$ cat src/rtl/keypad_pkg.sv
// Shared keypad types: scanner states, row strobes, key map.
// Codes: 0-9 digits, A-D letters, E clear (*), F enter (#).
package keypad_pkg;

  typedef enum logic [1:0] {
    SCAN,
    DEBOUNCE,
    HELD
  } state_t;

  // Active-low strobe for each row index.
  localparam logic [3:0] ROW_PAT [4] = '{
    4'b1110, 4'b1101, 4'b1011, 4'b0111
  };

  // KEY_MAP[row][col]
  localparam logic [3:0] KEY_MAP [4][4] = '{
    '{4'h1, 4'h2, 4'h3, 4'hA},
    '{4'h4, 4'h5, 4'h6, 4'hB},
    '{4'h7, 4'h8, 4'h9, 4'hC},
    '{4'hE, 4'h0, 4'hF, 4'hD}
  };

  localparam logic [3:0] CODE_CLEAR = 4'hE;
  localparam logic [3:0] CODE_ENTER = 4'hF;

  function automatic logic [3:0] key_lookup(
    input logic [1:0] r,
    input logic [1:0] c
  );
    return KEY_MAP[r][c];
  endfunction

endpackage

$ cat src/rtl/keypad_scanner_tick.sv
// scan_tick_gen: one-cycle enable pulse every SCAN_DIV clocks.
// Ports: clk, reset (async high) in; tick out.
module scan_tick_gen #(
  parameter int SCAN_DIV = 100000
) (
  input  logic clk,
  input  logic reset,
  output logic tick
);

  localparam int TW = (SCAN_DIV > 1) ? $clog2(SCAN_DIV) : 1;

  logic [TW-1:0] cnt;

  assign tick = (cnt == TW'(SCAN_DIV - 1));

  always_ff @(posedge clk or posedge reset) begin
    if (reset) begin
      cnt <= '0;
    end else if (tick) begin
      cnt <= '0;
    end else begin
      cnt <= cnt + 1'b1;
    end
  end

endmodule

$ cat src/rtl/keypad_scanner.sv
// 4x4 keypad scanner with debounce and 4-digit BCD entry.
// Ports: clk, reset, col_in in; row_out, key_code, key_valid, digit0-3, entry_done out.
module keypad_scanner
  import keypad_pkg::*;
#(
  parameter int SCAN_DIV       = 100000,
  parameter int DEBOUNCE_SCANS = 4
) (
  input  logic       clk,
  input  logic       reset,
  input  logic [3:0] col_in,
  output logic [3:0] row_out,
  output logic [3:0] key_code,
  output logic       key_valid,
  output logic [3:0] digit0,
  output logic [3:0] digit1,
  output logic [3:0] digit2,
  output logic [3:0] digit3,
  output logic       entry_done
);

  localparam int CW = $clog2(DEBOUNCE_SCANS + 1);
  localparam logic [CW-1:0] DS = CW'(DEBOUNCE_SCANS);

  logic          tick;
  logic [3:0]    col_m, col_s;
  state_t        state, state_n;
  logic [1:0]    row_idx, row_n;
  logic [1:0]    col_idx, col_n;
  logic [CW-1:0] deb_cnt, deb_n;
  logic [CW-1:0] rel_cnt, rel_n;
  logic          accept;
  logic          one_low;
  logic [1:0]    low_idx;

  scan_tick_gen #(
    .SCAN_DIV(SCAN_DIV)
  ) u_tick (
    .clk  (clk),
    .reset(reset),
    .tick (tick)
  );

  assign row_out = ROW_PAT[row_idx];

  always_ff @(posedge clk or posedge reset) begin
    if (reset) begin
      col_m <= 4'hF;
      col_s <= 4'hF;
    end else begin
      col_m <= col_in;
      col_s <= col_m;
    end
  end

  always_comb begin
    one_low = 1'b1;
    low_idx = 2'd0;
    case (col_s)
      4'b1110: low_idx = 2'd0;
      4'b1101: low_idx = 2'd1;
      4'b1011: low_idx = 2'd2;
      4'b0111: low_idx = 2'd3;
      default: one_low = 1'b0;
    endcase
  end

  always_comb begin
    state_n = state;
    row_n   = row_idx;
    col_n   = col_idx;
    deb_n   = deb_cnt;
    rel_n   = rel_cnt;
    accept  = 1'b0;
    if (tick) begin
      unique case (state)
        SCAN: begin
          if (one_low) begin
            col_n = low_idx;
            deb_n = CW'(1);
            rel_n = '0;
            if (deb_n == DS) begin
              accept  = 1'b1;
              state_n = HELD;
            end else begin
              state_n = DEBOUNCE;
            end
          end else begin
            row_n = row_idx + 2'd1;
          end
        end
        DEBOUNCE: begin
          if (one_low && low_idx == col_idx) begin
            deb_n = deb_cnt + 1'b1;
            if (deb_n == DS) begin
              accept  = 1'b1;
              rel_n   = '0;
              state_n = HELD;
            end
          end else begin
            deb_n   = '0;
            row_n   = row_idx + 2'd1;
            state_n = SCAN;
          end
        end
        HELD: begin
          if (col_s == 4'hF) begin
            rel_n = rel_cnt + 1'b1;
            if (rel_n == DS) begin
              rel_n   = '0;
              deb_n   = '0;
              row_n   = row_idx + 2'd1;
              state_n = SCAN;
            end
          end else begin
            rel_n = '0;
          end
        end
        default: begin
          state_n = SCAN;
          deb_n   = '0;
          rel_n   = '0;
        end
      endcase
    end
  end

  always_ff @(posedge clk or posedge reset) begin
    if (reset) begin
      state     <= SCAN;
      row_idx   <= 2'd0;
      col_idx   <= 2'd0;
      deb_cnt   <= '0;
      rel_cnt   <= '0;
      key_valid <= 1'b0;
      key_code  <= 4'h0;
    end else begin
      state     <= state_n;
      row_idx   <= row_n;
      col_idx   <= col_n;
      deb_cnt   <= deb_n;
      rel_cnt   <= rel_n;
      key_valid <= accept;
      if (accept) begin
        key_code <= key_lookup(row_idx, col_n);
      end
    end
  end

  // Digit entry acts on the registered pulse, one cycle after it.
  always_ff @(posedge clk or posedge reset) begin
    if (reset) begin
      digit0     <= 4'h0;
      digit1     <= 4'h0;
      digit2     <= 4'h0;
      digit3     <= 4'h0;
      entry_done <= 1'b0;
    end else begin
      entry_done <= key_valid && (key_code == CODE_ENTER);
      if (key_valid) begin
        unique case (1'b1)
          (key_code <= 4'd9): begin
            digit3 <= digit2;
            digit2 <= digit1;
            digit1 <= digit0;
            digit0 <= key_code;
          end
          (key_code == CODE_CLEAR): begin
            digit0 <= 4'h0;
            digit1 <= 4'h0;
            digit2 <= 4'h0;
            digit3 <= 4'h0;
          end
          default: ;
        endcase
      end
    end
  end

endmodule
$ cat config.mk
export PLATFORM = sky130hd
export DESIGN_NAME = keypad_scanner
export DESIGN_NICKNAME = d
export VERILOG_FILES = /design/src/rtl/keypad_pkg.sv /design/src/rtl/keypad_scanner_tick.sv /design/src/rtl/keypad_scanner.sv
export SDC_FILE = /design/constraint.sdc
export NUM_CORES = 1
export LEC_CHECK = 0
export BUFFER_PORTS_ARGS = -buffer_cell sky130_fd_sc_hd__buf_2
export CAP_MARGIN = 20
export CORE_UTILIZATION = 60
export CTS_BUF_LIST = sky130_fd_sc_hd__clkbuf_4
export CTS_CLUSTER_SIZE = 24
export DETAILED_ROUTE_END_ITERATION = 8
export PLACE_DENSITY = 0.92
export RECOVER_POWER = 50
export SKIP_LAST_GASP = 1
export SLEW_MARGIN = 20
export SYNTH_ARGS = -nofsm -noshare
export SYNTH_HDL_FRONTEND = slang
export SYNTH_SLANG_ARGS = --single-unit
$ cat constraint.sdc
create_clock -name clk -period 5.3 [get_ports clk]
set_input_delay 1.59 -clock clk [delete_from_list [all_inputs] [get_ports clk]]
set_output_delay 1.59 -clock clk [all_outputs]
set_load 0.02 [all_outputs]
==> results of run 1 <==
## layer usage
layer	GRT usage, %	share of wire [%]	vias up	routed length (um)
li1	-	-	1080	-
met1	27.8	45	1023	2390
met2	37.7	50	37	2660
met3	5.83	3.5	4	184
met4	10.5	0.91	0	48
met5	0	0	-	0
## state kept, by name, summed over array words and instances (netlist names)
| name | count |
|---|---|
| u_tick.cnt | 17 |
| digit1 | 4 |
| entry_done | 1 |
| digit3 | 4 |
| key_code | 4 |
| state | 2 |
| digit2 | 4 |
| col_m | 4 |
| col_idx | 2 |
| deb_cnt | 3 |
| row_idx | 2 |
| digit0 | 4 |
| rel_cnt | 3 |
| col_s | 4 |
| key_valid | 1 |
## layout make-up
| cell class | count | share of cell area [%] |
|---|---|---|
| flip-flops and latches | 59 | 44.5 |
| multi-input cells | 207 | 40.7 |
| repair buffers | 34 | 5.10 |
| clock inverters | 6 | 3.11 |
| well taps | 67 | 2.51 |
| clock buffers | 10 | 2.25 |
| inverters | 16 | 1.80 |
## cells by family after synthesis
kind of cell	synth area share (%)
buffers and inverters	3.10
multiplexers	2.97
AO/OA/AOI/OAI	13.9
flip-flops	50.5
XOR/XNOR	5.35
AND/OR/NAND/NOR	18.7
adder cells (fa/ha/maj)	5.52
## cells in the final DEF (no fill, tap or decap), drive strengths merged, types with 8 or more instances in the layout
cell type	n
nand3	11
xor2	10
dfrtp	51
nor2	30
nand2	40
o21ai	29
inv	16
xnor2	8
clkbuf	12
buf	32
dfstp	8
ha	13
## final timing paths
path | cells past startpoint | slack (ps) | endpoint
min in group asynchronous | 3 | 1390 | digit1[2]
max in group asynchronous | 3 | 3420 | u_tick.cnt[4]
hold / removal | 0 | 360 | col_s[1]
setup / recovery | 4 | 2150 | row_out[1]
hold reg to reg | 0 | 360 | col_s[1]
setup reg to reg | 7 | 2390 | key_code[3]
## stage by stage
stage	area [sq um]	util [%]
after floorplan	2940	-
after global placement	3170	67.2
after detailed placement	3170	67.2
after CTS	3350	71.0
after global routing	3340	70.7
final	3340	70.7
## report_power, final
group / internal (mW) / switching [mW]
Clock: 0.241 / 0.160
Combinational: 0.00597 / 0.0136
Sequential: 0.456 / 0.00294
Total: 0.703 / 0.176
==> metrics.md, run 1 <==
| Metric | Value |
|---|---|
| Area delta synth->final | 13.4% |
| Highest-delay cell along the critical path | dfrtp_1 |
| CTS tree | built |
| Post-cts sizing count | 0 |
| Slew Limit Fails | 0 |
| CP max FO | 11 |
| Total Neg Setup Slack | 0 ps |
| Mapped Nets | 309 |
| Hold Vio Cnt, Final | 0 |
| Async SR Flop Fraction | 100% |
| WL/cell | around 13 um |
| Final std cells w/o fill | 399 |
| Synth Warn # | 0 |
| Setup Buffers After CTS | 0 |
| Fmax | roughly 0.32 GHz |
| Final layout net count | between 300 and 400 |
| I/O Pins | 32 |
| Final worst slack | around 2200 ps |
| GRT Overall Usage | 22.7% |
| Status | finished clean |
| Inserted Clock Buffers | 9 |
| Fraction of layout cells with a size suffix above 1 | a little over a fifth |
| Die Ht | a little over 70 um |
| Period minus WS final | 3150 ps |
| Via count | 2,144 |
| DR iter-0 viols | 94 |
| Post-route ant nets | 0 |
| CP Class | reg -> out |
| Pleak | 1.55 nW |
| Max_slew headroom | 39.5% |
| Worst path required time | 3710 ps |
| Dominant cells by area after synthesis | dfrtp_1 43%, dfstp_2 7.1%, ha_1 5.5% |
| Root Driver | clkbuf_4 |
| Final setup vio count | 0 |
| CP delay by family, top | flip-flops |
| CP Capture Type | output pin |
| Slowest cell delay on critical path | between 500 and 600 ps |
| Drt first pass iters | 5 |
| Post-synthesis sequential area ratio | approximately 50% |
| CTS Hold Bufs | 0 |
| Fin Clk Skew | roughly 12 ps |
| Primary FF master, synth | dfrtp_1 |
| Mean post-synth cell area | ~10 sq um |
| Worst-Skew Late Latency | about 380 ps |
| Placed cell count | 383 |
| Actual slew at the worst max-slew pin | 907 ps |
| Worst hold-check path type | reg -> reg |
| Beginning of the worst hold path | col_m[1] |
| Tcrit/Tclk final | around 59% |
| PwrDens | 263 mW/mm^2 |
| DR vias/cell | 5.37 |
| FF+latch area | 0.00149 sq mm |
| Clk sinks | 59 |
| Most frequent cell after synthesis | dfrtp_1 |
| R2R Path Start | u_tick.cnt[12] |
| Synth top area share | 43.3% |
| Number of flops mapped to enable cells by yosys | 0 |
| Critical-path cell list | inv_1, ha_1, inv_1, buf_2 |
| Pre-CTS WS | 2480 ps |
| Detailed Route WL | 5290 um |
| Die width | 72.1 um |
| Antenna violations before repair | 0 |
| Fillers | ~360 |
| Hold slack | 357 ps |
| Data arrival, critical path | 1560 ps |
| Crit path launch type | flop |
| RSZ-0062 raised after global routing | false |
| Synth Instances | 290 |
| Bufs and invs on worst path | 3 |
| Synth cell types | 54 |
| Crit. Startpoint | row_idx[1] |
| Crit path top cell by count | inv_1 |
| Synth cell count leaders | 51 x dfrtp_1, 40 x nand2_1, 30 x nor2_1 |
| CTS H-tree depth | 3 |
| Routability Congestion | 0.848 |
| Area taken by multi-input logic gates | around 0.0014 sq mm |
| IO Port Bufs | 31 |
| Synthesized area | 0.00294 sq mm |
| Max Cap Viol | 0 |
| Final global-route overflow total | 0 |
| Num rows | 25 |
| DRC viols | 0 |
| Core Footprint | 0.00472 sq mm |
| Post-DP HPWL | 3670 um |
| Ant diodes | 0 |
| Starting density of the core | 62.3% |
| Clock Path Buffers | 2 |
| Power Total | 0.879 mW |
| Cell taking the most area after synthesis | dfrtp_1 |
| Largest net degree at the start of global routing | 60 |
| Global-route wire length before repair | 8980 um |
| Yosys reg bits | 59 |
| VDD IR max | 0.187 mV |
| Worst-path clk slew | 90 ps |
| Full die area | 0.00519 sq mm |
| Vias in the first global route | 1,992 |
(Power assumes the default switching activity.)
==> run 2: changes to the inputs <==
--- a/config.mk
+++ b/config.mk
@@ -7,11 +7,11 @@
 export LEC_CHECK = 0
 export BUFFER_PORTS_ARGS = -buffer_cell sky130_fd_sc_hd__buf_2
 export CAP_MARGIN = 20
-export CORE_UTILIZATION = 60
+export CORE_UTILIZATION = 55
 export CTS_BUF_LIST = sky130_fd_sc_hd__clkbuf_4
 export CTS_CLUSTER_SIZE = 24
 export DETAILED_ROUTE_END_ITERATION = 8
-export PLACE_DENSITY = 0.92
+export PLACE_DENSITY = 0.89
 export RECOVER_POWER = 50
 export SKIP_LAST_GASP = 1
 export SLEW_MARGIN = 20
==> constraint.sdc (replaced) <==
create_clock -name clk -period 2.65 [get_ports clk]
set_input_delay 0.795 -clock clk [delete_from_list [all_inputs] [get_ports clk]]
set_output_delay 0.795 -clock clk [all_outputs]
set_load 0.02 [all_outputs]
==> run 2 against run 1 <==
The run now ends with setup timing left. Total power is 62% higher. Via count rose by 5.7%. Worst hold slack better by 2.5 ps. Clock-buffer cell count down 1. Cell area up 1.8%. Critical path depth up 4. Critical path type is now reg -> reg.
==> metrics.md, run 2 (synthesis gave the netlist of run 1 again) <==
| Metric | Value |
|---|---|
| Crit. Startpoint | u_tick.cnt[12] |
| Num rows | 26 (+4.0%) |
| Data arrival, critical path | 3000 ps (+1440 ps) |
| Highest-delay cell along the critical path | or4_4 |
| Met2 wire length | 2710 um (+1.8%) |
| IO Port Bufs | 31 (unchanged) |
| Die width | 75.2 um (+4.3%) |
| Biggest register | u_tick.cnt |
| DR iter-0 viols | 118 (+26%) |
| Final global-route overflow total | 0 (unchanged) |
| VDD IR max | 0.351 mV (+88%) |
| DR vias/cell | 5.45 (+1.4%) |
| Placed cell count | 396 (+3.4%) |
| Post-Route Utilization | 66.1% (-4.5 points) |
| Final layout net count | 361 (+4.3%) |
| Slew Limit Fails | 0 (unchanged) |
| Final setup vio count | 2 (+2) |
| WL/cell | 13.4 um (+1.3%) |
| Vias in the first global route | 1,985 (-0.35%) |
| Post-DP HPWL | 3920 um (+6.7%) |
| Beginning of the worst hold path | col_m[1] |
| Global-route wire length before repair | 8900 um (-0.84%) |
| Max reg flops | 17 (unchanged) |
| PwrDens | 419 mW/mm^2 (+59%) |
| Starting density of the core | 57.3% (-5.1 points) |
| Worst path required time | 2990 ps (-720 ps) |
| CTS tree | built |
| Antenna violations before repair | 0 (unchanged) |
| Actual slew at the worst max-slew pin | 1040 ps (+136 ps) |
| Worst-Skew Late Latency | 400 ps (+20 ps) |
| Die Ht | 75.2 um (+4.3%) |
| DR top layer | met4 |
| Most common cell after layout, fill and taps aside | dfrtp_1 |
| Commonest cells after routing, fill and taps aside | 51 x dfrtp_1, 40 x nand2_1, 31 x buf_2 |
| Root Driver | clkbuf_4 |
| Fillers | 410 (+15%) |
| Fmax | 0.376 GHz |
| CTS H-tree depth | 3 (unchanged) |
| FF+latch area | 0.00149 sq mm (unchanged) |
| Area delta synth->final | 15.5% |
| GRT Overall Usage | 21.4% (-1.2 points) |
| Crit path launch type | flop |
| Post-route ant nets | 0 (unchanged) |
| Max Cap Viol | 0 (unchanged) |
| RSZ-0062 raised after global routing | true |
| Critical-path cell list | or4b_4, or4_4, o41ai_4, o31ai_4, buf_4, o211a_1, o21ai_1, o211a_1 |
| Final std cells w/o fill | 416 (+4.3%) |
| Final worst slack | -11.3 ps (-2160 ps) |
| Routability Congestion | 0.819 (-3.4%) |
| Worst hold-check path type | reg -> reg |
| Largest net degree at the start of global routing | 28 (-53%) |
| Full die area | 0.00565 sq mm (+8.8%) |
| CP max FO | 6 (-5) |
| Fin Clk Skew | 11.2 ps (-1.12 ps) |
| Period minus WS final | 2660 ps |
| Drt first pass iters | 5 (unchanged) |
| Hold slack | 360 ps (+2.54 ps) |
| Pre-CTS WS | 13.6 ps (-2460 ps) |
| Hold Vio Cnt, Final | 0 (unchanged) |
| Routed met1 length | 2590 um (+8.2%) |
| CTS Hold Bufs | 0 (unchanged) |
| Area taken by multi-input logic gates | 0.00139 sq mm (+2.4%) |
| Violated checks | setup timing |
| Inserted Clock Buffers | 9 (unchanged) |
| Worst-path clk slew | 90 ps (about the same) |
| Fraction of layout cells with a size suffix above 1 | 24.3% (+3.2 points) |
| Tcrit/Tclk final | 100% |
| Via count | 2,266 (+5.7%) |
| Core Footprint | 0.00514 sq mm (+8.8%) |
| Placed Area | 0.00325 sq mm (+2.5%) |
| Pleak | 1.59 nW (+2.3%) |
| CP Class | reg -> reg |
| Detailed Route WL | 5590 um (+5.6%) |
| Ant diodes | 0 (unchanged) |
| Status | complete, but fails checks |
| Crit path top cell by count | o211a_1 |
| Clock Path Buffers | 2 (unchanged) |
| DRC viols | 0 (unchanged) |
| I/O Pins | 32 (unchanged) |
| CP Capture Type | flop |
| Slowest cell delay on critical path | 610 ps (+30 ps) |
| Met3 WL post-DR | 227 um (+23%) |
| Clk sinks | 59 (unchanged) |
| R2R Path Start | u_tick.cnt[12] |
| Final instance area | 0.00340 sq mm (+1.8%) |
| Max_slew headroom | 30.5% (-9.0 points) |
[run 2: routing by layer]
layer / GRT usage (%) / vias up
met4: 7.20 / 0
met3: 8.03 / 6
met1: 26.2 / 1095
li1: - / 1115
met5: 0 / -
met2: 35.1 / 50
[run 2: repair_timing]
item / 4_1_cts / 5_1_grt
buffers inserted: 0 / 5
pin swaps: 0 / 4
resized for setup: 1 / 3
endpoints found under the setup margin: 1 / 4
[run 2: path summary, 6_finish.rpt]
kind | end | slack [ps] | cells after the start
max reg2reg | key_code[1] | -10 | 8
min in group asynchronous | u_tick.cnt[0] | 560 | 2
min reg2reg | col_s[1] | 360 | 0
min | col_s[1] | 360 | 0
max in group asynchronous | rel_cnt[0] | 660 | 3
max | key_code[1] | -10 | 8
[run 2: cell type report]
cell class | count | area share [%]
multi-input combinational | 207 | 40.9
sequential | 59 | 43.7
clock inverter | 6 | 0.699
clock buffer | 9 | 1.99
inverter | 16 | 1.77
timing repair buffer | 49 | 8.32
tap | 70 | 2.58
[run 2: metrics by stage]
step                      setup TNS [ps]  power, mW
after floorplan                        0      0.962
after global placement                 0      0.974
after detailed placement               0      0.976
after CTS                              0       1.45
after global routing                -410       1.49
final                              -18.4       1.42
[run 2: critical path, delay by kind of cell, from the launching register on]
family          cells  cell delay [ps]
simple gates        2             1170
compound gates      5              870
flops               1              390
buf+inv             1              180
[run 2: report_power, final]
part / internal, mW / leakage (nW) / switching, mW
Sequential: 0.911 / 0.783 / 0.00599
Clock: 0.170 / 0.0532 / 0.297
Combinational: 0.0116 / 0.755 / 0.0287
==> run 3: changes to the inputs <==
--- a/config.mk
+++ b/config.mk
@@ -5,6 +5,7 @@
 export SDC_FILE = /design/constraint.sdc
 export NUM_CORES = 1
 export LEC_CHECK = 0
+export ABC_AREA = 1
 export BUFFER_PORTS_ARGS = -buffer_cell sky130_fd_sc_hd__buf_2
 export CAP_MARGIN = 20
 export CORE_UTILIZATION = 55
@@ -18,3 +19,4 @@
 export SYNTH_ARGS = -nofsm -noshare
 export SYNTH_HDL_FRONTEND = slang
 export SYNTH_SLANG_ARGS = --single-unit
+export TNS_END_PERCENT = 50
==> run 3 against run 2 <==
The run now ends clean. Via count grew 15%. Non-clock buffer count fell by 17. Area after synthesis rose by 11%. Cell area grew 5.2%. Critical path depth is 4 lower. Total power rose by 4.5%. Clock-buffer cell count rose by 3.
==> metrics.md, run 3 <==
| Metric | Value |
|---|---|
| Vias in the first global route | 2,626 (+32%) |
| Final global-route overflow total | 0 (unchanged) |
| Pre-CTS WS | 511 ps (+498 ps) |
| IO Port Bufs | 31 (unchanged) |
| Post-Route Utilization | 63.8% (-2.4 points) |
| CTS tree | built |
| Antenna violations before repair | 0 (unchanged) |
| Internal power | 1.14 mW (+4.3%) |
| CTS Hold Bufs | 0 (unchanged) |
| Synth top area share | 39.2% (-4.2 points) |
| Routability Congestion | 0.887 (+8.3%) |
| Crit path launch type | flop |
| GRT Overall Usage | 23.5% (+2.1 points) |
| Data arrival, critical path | 1570 ps (-1430 ps) |
| Inserted Clock Buffers | 9 (unchanged) |
| Worst-path clk slew | 100 ps (about the same) |
| Async SR Flop Fraction | 100% (unchanged) |
| Setup Buffers After CTS | 0 (unchanged) |
| Power Total | 1.49 mW (+4.5%) |
| Max reg flops | 17 (unchanged) |
| Commonest cells after routing, fill and taps aside | 94 x nand2_1, 54 x inv_1, 51 x dfrtp_1 |
| Synth Warn # | 0 (unchanged) |
| Dominant cells by area after synthesis | dfrtp_1 39%, nand2_1 11%, dfstp_2 6.5% |
| Yosys reg bits | 59 (unchanged) |
| Hold Vio Cnt, Final | 0 (unchanged) |
| Slowest cell delay on critical path | 530 ps (-80 ps) |
| Sw Share | 23.4% (+0.13 points) |
| Period minus WS final | 2360 ps (-298 ps) |
| Synthesized area | 0.00326 sq mm (+11%) |
| CTS H-tree depth | 3 (unchanged) |
| Pleak | 1.83 nW (+15%) |
| Clock Path Buffers | 2 (unchanged) |
| Number of flops mapped to enable cells by yosys | 0 (unchanged) |
| Starting density of the core | 58.1% (+0.80 points) |
| CP Capture Type | output pin |
| Die Ht | 79.0 um (+5.0%) |
| Actual slew at the worst max-slew pin | 1410 ps (+369 ps) |
| Largest net degree at the start of global routing | 60 (+110%) |
| Status | finished clean |
| Biggest register | u_tick.cnt |
| DRC viols | 0 (unchanged) |
| RSZ-0062 raised after global routing | false |
| Die width | 79.0 um (+5.0%) |
| Synth cell count leaders | 92 x nand2_1, 54 x inv_1, 51 x dfrtp_1 |
| Final setup vio count | 0 (-2) |
| Most frequent cell after synthesis | nand2_1 |
| Final layout net count | 446 (+24%) |
| Core Footprint | 0.00561 sq mm (+9.1%) |
| Worst hold-check path type | reg -> reg |
| Fraction of layout cells with a size suffix above 1 | 23.4% (-0.90 points) |
| Comb pwr share | 3.1% (+0.3 points) |
| Num rows | 27 (+3.8%) |
| Area delta synth->final | 9.83% |
| Mapped Nets | 406 (+31%) |
| Post-route ant nets | 0 (unchanged) |
| Most common cell after layout, fill and taps aside | nand2_1 |
| I/O Pins | 32 (unchanged) |
| NetSw | 0.348 mW (+5.0%) |
| Post-DP HPWL | 4810 um (+23%) |
| Clk sinks | 59 (unchanged) |
| Via count | 2,607 (+15%) |
| Root Driver | clkbuf_4 |
| Post-synthesis sequential area ratio | 45.6% (-4.8 points) |
| Cell taking the most area after synthesis | dfrtp_1 |
| Worst path required time | 1860 ps (-1130 ps) |
| Worst-Skew Late Latency | 400 ps (about the same) |
| Ant diodes | 0 (unchanged) |
| CP Class | reg -> out |
| Flop pwr share | 61.5% (-2.9 points) |
| VDD IR max | 0.330 mV (-6.1%) |
| CP max FO | 8 (+2) |
| Synth Instances | 387 (+33%) |
| Critical-path cell list | inv_1, ha_1, inv_1, buf_2 |
| Final worst slack | 287 ps (+298 ps) |
| Max Cap Viol | 0 (unchanged) |
| Highest-delay cell along the critical path | dfrtp_1 |
| WL/cell | 12.6 um (-6.1%) |
| Fin Clk Skew | 16.6 ps (+5.43 ps) |
| Clock power share | 35.5% (+2.7 points) |
| DR iter-0 viols | 137 (+16%) |
| Crit path top cell by count | inv_1 |
| Drt first pass iters | 4 (-1) |
| Fmax | 0.423 GHz (+13%) |
| Tcrit/Tclk final | 89.2% (-11 points) |
| PwrDens | 416 mW/mm^2 (-0.73%) |
| Synth cell types | 44 (-19%) |
| Total Neg Setup Slack | 0 ps (+18.4 ps) |
| Detailed Route WL | 6360 um (+14%) |
| Full die area | 0.00623 sq mm (+10%) |
| Max_slew headroom | 5.87% (-25 points) |
| Post-cts sizing count | 0 (-1) |
| Global-route wire length before repair | 11,200 um (+26%) |
| Primary FF master, synth | dfrtp_1 |
| Mean post-synth cell area | 8.42 sq um (-17%) |
| DR vias/cell | 5.17 (-5.0%) |
| Slew Limit Fails | 0 (unchanged) |
run 3: kinds of logic (layout without fill, tap and decap cells):
logic type / count (synthesis) / in the layout / share of synthesized area [%]
DFF: 59 / 59 / 45.6
adders and majority gates: 13 / 13 / 4.99
AOI/OAI and AO/OA: 41 / 41 / 8.30
buffers and inverters: 62 / 107 / 7.84
and+or+nand+nor: 209 / 209 / 32.4
xor gates and xnor gates: 3 / 3 / 0.807
run 3: per-stage QoR:
stage | hold WS (ps) | instances | area, sq um
3_5_place_dp | 349 | 488 | 3490
2_1_floorplan | 345 | 387 | 3260
4_1_cts | 361 | 504 | 3600
5_1_grt | 363 | 504 | 3580
3_3_place_gp | 348 | 488 | 3490
6_report | 360 | 504 | 3580
run 3: cell type report:
cell class	count	area, sq um
Multi-Input combinational cell	266	1510
Tap cell	72	90.1
Clock buffer	12	90.1
Clock inverter	4	20.0
Timing Repair Buffer	32	160
Sequential cell	59	1490
Inverter	59	225
Fill cell	492	2030
run 3: power groups by stage:
stage / logic [mW] / clock network [mW] / registers (mW)
3_3_place_gp: 0.0482 / 0 / 0.932
3_5_place_dp: 0.0506 / 0 / 0.932
4_1_cts: 0.0505 / 0.538 / 0.915
5_1_grt: 0.0529 / 0.577 / 0.916
2_1_floorplan: 0.0344 / 0 / 0.931
6_report: 0.0459 / 0.528 / 0.914
run 3: critical path: cells and delay by family (launching register included):
kind	cells	cell delay, ps
adders and majority gates	1	260
buffers and inverters	3	380
DFF	1	530
run 3: layer usage:
metal  GRT usage [%]  share of wire, %  vias up
li1                -                 -     1320
met1            27.5                45     1231
met2            39.5                50       49
met3            5.86               3.9        7
met4            13.3               1.3        0
met5               0                 0        -
run 3: final timing paths:
kind,endpoint,from,slack [ps],depth (start not counted)
min reg2reg,col_s[2],col_m[2],360,0
max reg2reg,digit2[2],key_code[2],470,8
min,col_s[2],col_m[2],360,0
max,row_out[2],row_idx[0],290,4
max in group asynchronous,u_tick.cnt[8],reset,930,3
min in group asynchronous,row_idx[0],reset,850,3
